===== config.mk =====
export PLATFORM = sky130hd
export DESIGN_NAME = fft_frame_seq
export DESIGN_NICKNAME = d
export VERILOG_FILES = /design/src/rtl/fft_frame_seq.sv
export SDC_FILE = /design/constraint.sdc
export NUM_CORES = 1
export LEC_CHECK = 0
export ABC_CLOCK_PERIOD_IN_PS = 2740
export CAP_MARGIN = 5
export CORE_UTILIZATION = 55
export DETAILED_ROUTE_END_ITERATION = 7
export PLACE_DENSITY_LB_ADDON = 0.3
export SYNTH_ARGS = -nofsm -noshare
export SYNTH_HDL_FRONTEND = slang
export SYNTH_SLANG_ARGS = --single-unit

===== constraint.sdc =====
create_clock -name clk -period 2.74 [get_ports clk]
set_input_delay 0.548 -clock clk [delete_from_list [all_inputs] [get_ports clk]]
set_output_delay 0.548 -clock clk [all_outputs]
set_load 0.01 [all_outputs]

===== src/rtl/fft_frame_seq.sv =====
// Burst sequencer for the streaming FFT core. It waits for a full frame in the FIFO,
// starts the core, feeds it under rfd, counts the output beats and flags faults.
module fft_frame_seq #(
    parameter int NFFT    = 1024,
    parameter int IDX_W   = 10,
    parameter int CNT_W   = 8,
    parameter int TIMEOUT = 8192
) (
    input  logic             clk,
    input  logic             rst,
    input  logic             trig,
    input  logic [CNT_W-1:0] num_frames,
    input  logic [IDX_W:0]   fifo_count,
    input  logic             fifo_empty,
    output logic             fifo_rd_en,
    output logic             fft_start,
    input  logic             fft_rfd,
    input  logic             fft_dv,
    input  logic             fft_done,
    output logic             seq_busy,
    output logic [CNT_W-1:0] frame_cnt,
    output logic             frame_done,
    output logic             burst_done,
    output logic             err_underflow,
    output logic             err_timeout
);
    localparam int TO_W = $clog2(TIMEOUT + 1);

    typedef enum logic [2:0] {
        S_IDLE,
        S_WAIT_DATA,
        S_START,
        S_LOAD,
        S_WAIT_OUT,
        S_UNLOAD
    } state_t;

    state_t           state_q, state_d;
    logic [IDX_W-1:0] load_cnt_q, load_cnt_d;
    logic [IDX_W-1:0] beat_cnt_q, beat_cnt_d;
    logic [TO_W-1:0]  to_cnt_q, to_cnt_d;
    logic [CNT_W-1:0] nf_q, nf_d;
    logic [CNT_W-1:0] frame_cnt_q, frame_cnt_d;
    logic             fft_start_q, fft_start_d;
    logic             seq_busy_q, seq_busy_d;
    logic             frame_done_q, frame_done_d;
    logic             burst_done_q, burst_done_d;
    logic             err_uf_q, err_uf_d;
    logic             err_to_q, err_to_d;
    logic             rd_req;
    logic             timeout_hit;
    logic             unused_done;

    // Done from the core is informational only; sequencing relies on beat counting.
    assign unused_done = fft_done;

    // The FIFO is first-word-fall-through, so the strobe must track rfd in the same cycle.
    assign rd_req      = (state_q == S_LOAD) && fft_rfd && !fifo_empty;
    assign timeout_hit = (to_cnt_q == TO_W'(TIMEOUT - 1));

    always_comb begin
        state_d      = state_q;
        load_cnt_d   = load_cnt_q;
        beat_cnt_d   = beat_cnt_q;
        to_cnt_d     = to_cnt_q;
        nf_d         = nf_q;
        frame_cnt_d  = frame_cnt_q;
        fft_start_d  = 1'b0;
        frame_done_d = 1'b0;
        burst_done_d = 1'b0;
        err_uf_d     = err_uf_q;
        err_to_d     = err_to_q;

        case (state_q)
            S_IDLE: begin
                if (trig) begin
                    nf_d        = (num_frames == '0) ? CNT_W'(1) : num_frames;
                    frame_cnt_d = '0;
                    err_uf_d    = 1'b0;
                    err_to_d    = 1'b0;
                    state_d     = S_WAIT_DATA;
                end
            end
            S_WAIT_DATA: begin
                if (fifo_count >= (IDX_W+1)'(NFFT)) begin
                    fft_start_d = 1'b1;
                    state_d     = S_START;
                end
            end
            S_START: begin
                load_cnt_d = '0;
                state_d    = S_LOAD;
            end
            S_LOAD: begin
                if (fft_rfd && fifo_empty) begin
                    err_uf_d = 1'b1;
                    state_d  = S_IDLE;
                end else if (rd_req) begin
                    load_cnt_d = load_cnt_q + 1'b1;
                    if (load_cnt_q == IDX_W'(NFFT - 1)) begin
                        to_cnt_d = '0;
                        state_d  = S_WAIT_OUT;
                    end
                end
            end
            S_WAIT_OUT: begin
                to_cnt_d = to_cnt_q + 1'b1;
                if (timeout_hit) begin
                    err_to_d = 1'b1;
                    state_d  = S_IDLE;
                end else if (fft_dv) begin
                    beat_cnt_d = IDX_W'(1);
                    state_d    = S_UNLOAD;
                end
            end
            S_UNLOAD: begin
                to_cnt_d = to_cnt_q + 1'b1;
                // A frame that completes on the timeout cycle is still counted as good.
                if (fft_dv && beat_cnt_q == IDX_W'(NFFT - 1)) begin
                    frame_done_d = 1'b1;
                    frame_cnt_d  = frame_cnt_q + 1'b1;
                    if (frame_cnt_d == nf_q) begin
                        burst_done_d = 1'b1;
                        state_d      = S_IDLE;
                    end else begin
                        state_d = S_WAIT_DATA;
                    end
                end else if (timeout_hit) begin
                    err_to_d = 1'b1;
                    state_d  = S_IDLE;
                end else if (fft_dv) begin
                    beat_cnt_d = beat_cnt_q + 1'b1;
                end
            end
            default: state_d = S_IDLE;
        endcase

        seq_busy_d = (state_d != S_IDLE);
    end

    always_ff @(posedge clk or negedge rst) begin
        if (!rst) begin
            state_q      <= S_IDLE;
            load_cnt_q   <= '0;
            beat_cnt_q   <= '0;
            to_cnt_q     <= '0;
            nf_q         <= CNT_W'(1);
            frame_cnt_q  <= '0;
            fft_start_q  <= 1'b0;
            seq_busy_q   <= 1'b0;
            frame_done_q <= 1'b0;
            burst_done_q <= 1'b0;
            err_uf_q     <= 1'b0;
            err_to_q     <= 1'b0;
        end else begin
            state_q      <= state_d;
            load_cnt_q   <= load_cnt_d;
            beat_cnt_q   <= beat_cnt_d;
            to_cnt_q     <= to_cnt_d;
            nf_q         <= nf_d;
            frame_cnt_q  <= frame_cnt_d;
            fft_start_q  <= fft_start_d;
            seq_busy_q   <= seq_busy_d;
            frame_done_q <= frame_done_d;
            burst_done_q <= burst_done_d;
            err_uf_q     <= err_uf_d;
            err_to_q     <= err_to_d;
        end
    end

    assign fifo_rd_en    = rd_req;
    assign fft_start     = fft_start_q;
    assign seq_busy      = seq_busy_q;
    assign frame_cnt     = frame_cnt_q;
    assign frame_done    = frame_done_q;
    assign burst_done    = burst_done_q;
    assign err_underflow = err_uf_q;
    assign err_timeout   = err_to_q;
endmodule

==> impl_metrics.ini, run 1 <==
[outcome]
outcome = finished, final reports clean

[setup_path]
crit_type = input pin to output port
critPathLaunch = fifo_empty
crit_chain = clkdlybuf4s50_1 -> nand2b_1 -> nor2_8 -> buf_4 -> clkdlybuf4s50_1
critical_path_arrival_ps = 2040
rr_startpoint = state_q[2]$_DFF_PN0_
endpoint_kind = output port
cp.required_ps = 2190
start_kind = input pin
crit_path_frequent_cell = clkdlybuf4s50_1
slowest_delay_ps = 530
crit_fanout = 6
crit_slowest_cell = clkdlybuf4s50_1

[clock_tree]
clk_latency_ps = 330
cts_hold_buf = 0
clkSlewWorstSetupHoldPaths_ps = 70
cts_resized = 0
post_cts_buffers = 0
cts-root-buf = clkbuf_8
htreeDepth = 3
cts_max_path_buffers = 2
cts.sinks = 59
cts_tree = built
cts_buffers = 9

[grt]
grt_busiest_layer = met2
grt_util_met3_pct = 6.190
gr-usage-met1_pct = 32.94
antenna_found_initial = 0
grt_max_degree = 28
gr-total-overflow = 0
grt_pass1_vias = 2401
grt_first_pass_wirelength_um = 11060
grt_use_met2_pct = 35.75
grt_usage_pct = 23.50

[flow_run]
drv_cap = 0

[sta]
final.period_utilization_pct = 94.35
finalSetupViolCount = 0
finalHoldViolations = 0
finClkSkew_ps = 10.06
slew_headroom_pct = 28.99
max_freq_mhz = 386.8
layout_min_cycle_time_ps = 2585
setup_tns_ps = 0
worst_pin_slew_ps = 1063
final_max_slew_viol_count = 0
rsz0062_at_grt = no

[logic_synthesis]
synth_edf_count = 0
synthCells = 334
yosys_warnings = 0
ys_async_sr_fraction_pct = 100.0
seq_area_frac_synth_pct = 47.58
syn_area_mm2 = 0.003105
synthFlopType = dfrtp_1
ys_ff_latch = 59
avgSynthCellArea_um2 = 9.298
syn_nets = 364
ys_types = 47

[placement]
portBuffers = 29
place_congestion = 0.8611
place_hpwl_um = 4433

[floorplan]
core_mm2 = 0.005270
dieWidth_um = 77.14
num_rows = 26
die-area_mm2 = 0.005951
start_util_pct = 58.93
ios = 41
die-height_um = 77.14

[final_layout]
area_growth_syn_to_layout_pct = 18.98
final_nets = 402
mostFrequentLayoutCells = 58 x dfrtp_1, 42 x o21ai_0, 34 x nor2_1, 34 x nand2_1, 28 x clkdlybuf4s50_1
diodes = 0
layout_commonest_cell = dfrtp_1
layout-drive-gt1-share_pct = 11.41
final_core_util_pct = 70.11

[pwr]
power_density_mw_per_mm2 = 704.2
ir_worst_vdd_uv = 505.0
leakage_nw = 1.592

[routing]
drt_iter0_drc = 131
wire_per_inst_um = 13.84
finalWirelength_um = 6188
ant_nets = 0
vias_per_cell = 5.696
num_vias = 2546
drt-pass1-iter-count = 4
post-route-drc-count = 0

[min_path]
holdCritPathClass = input pin to async pin
==> per-layer routing <==
layer,part of all wire (%),vias up
met2,46,70
met1,48,1199
li1,-,1273
met3,5.1,4
met5,0,-
met4,0.44,0
==> cell families after synthesis <==
| kind of cell | Yosys count | share of synthesized area [%] |
|---|---|---|
| AOI/OAI and AO/OA | 70 | 12.89 |
| xor gates and xnor gates | 23 | 6.487 |
| adders and majority gates | 4 | 1.612 |
| buffers and inverters | 22 | 2.981 |
| DFF | 59 | 47.58 |
| muxes | 8 | 2.820 |
| and+or+nand+nor | 148 | 25.62 |
==> state kept, by name (all words and copies together) (netlist names) <==
name and count:
err_underflow 1, burst_done 1, fft_start 1, to_cnt_q 14
frame_cnt 8, nf_q 8, load_cnt_q 10, seq_busy 1
state_q 3, err_timeout 1, beat_cnt_q 10, frame_done 1
==> power by group <==
part           internal, W  leakage (nW)  switching, W  total, W
clock             0.000436         0.106      0.000331  0.000768
combinational     0.000308         0.712      0.000297  0.000605
sequential         0.00105         0.774      0.000184   0.00123
total              0.00179          1.59      0.000812   0.00260
==> layout make-up <==
type                       instances  area [um2]
timing repair buffer              40       367.9
multi-input combinational        253        1535
fill                             430        1575
sequential                        59        1478
clock inverter                     6       55.05
inverter                           9       33.78
clock buffer                      10       137.6
tap                               70       87.58
==> final timing paths <==
check	depth (start not counted)	to	slack, ps
worst min register to register	1	beat_cnt_q[8]$_DFFE_PN0P_	500
worst min-delay path	1	to_cnt_q[0]$_DFFE_PN0P_	210
worst max-delay path	5	fifo_rd_en	150
worst max register to register	7	frame_cnt[6]$_DFFE_PN0P_	440
min in group clk	1	beat_cnt_q[8]$_DFFE_PN0P_	500
max in group asynchronous	2	nf_q[0]$_DFFE_PN1P_	1780
==> cell usage after synthesis (4+ instances only) <==
cell type / n / area [um2]
nor2_1: 34 / 127.6
nand2_1: 34 / 127.6
mux2_2: 6 / 67.56
nand3_1: 15 / 75.07
or3_1: 4 / 25.02
nand4_1: 9 / 56.30
inv_1: 8 / 30.03
xor2_1: 7 / 61.31
ha_1: 4 / 50.05
clkbuf_1: 9 / 33.78
nand2b_1: 4 / 25.02
xnor2_1: 16 / 140.1
dfrtp_1: 58 / 1451
nor4_1: 5 / 31.28
nor3_1: 9 / 45.04
a31oi_1: 5 / 31.28
and4_1: 5 / 43.79
nor3b_1: 6 / 45.04
a21oi_1: 9 / 45.04
and3_1: 7 / 43.79
o21ai_0: 42 / 210.2
==> stage by stage <==
stage                     setup WS, ps  total power [W]  hold slack [ps]  instance area [um2]  cells
after floorplan                  549.8         0.001636            252.4                 3105    334
after detailed placement         78.48         0.001841            486.0                 3502    431
after global placement           108.8         0.001816            481.1                 3502    431
after CTS                        151.5         0.002618            216.7                 3695    447
final                            154.8         0.002602            208.9                 3695    447
after global routing             90.67         0.002772            254.7                 3695    447
==> critical path, delay by kind of cell <==
kind                   cells  cell delay [ps]
and+or+nand+nor            2              410
buffers and inverters      3             1080
Power figures use the tool's default switching activity.
==> run 2, diff against run 1 <==
Settings changed: CAP_MARGIN 5 to 30.
==> results of run 2 <==
Same layout as run 1: the final DEF is identical, and so are final timing and power.
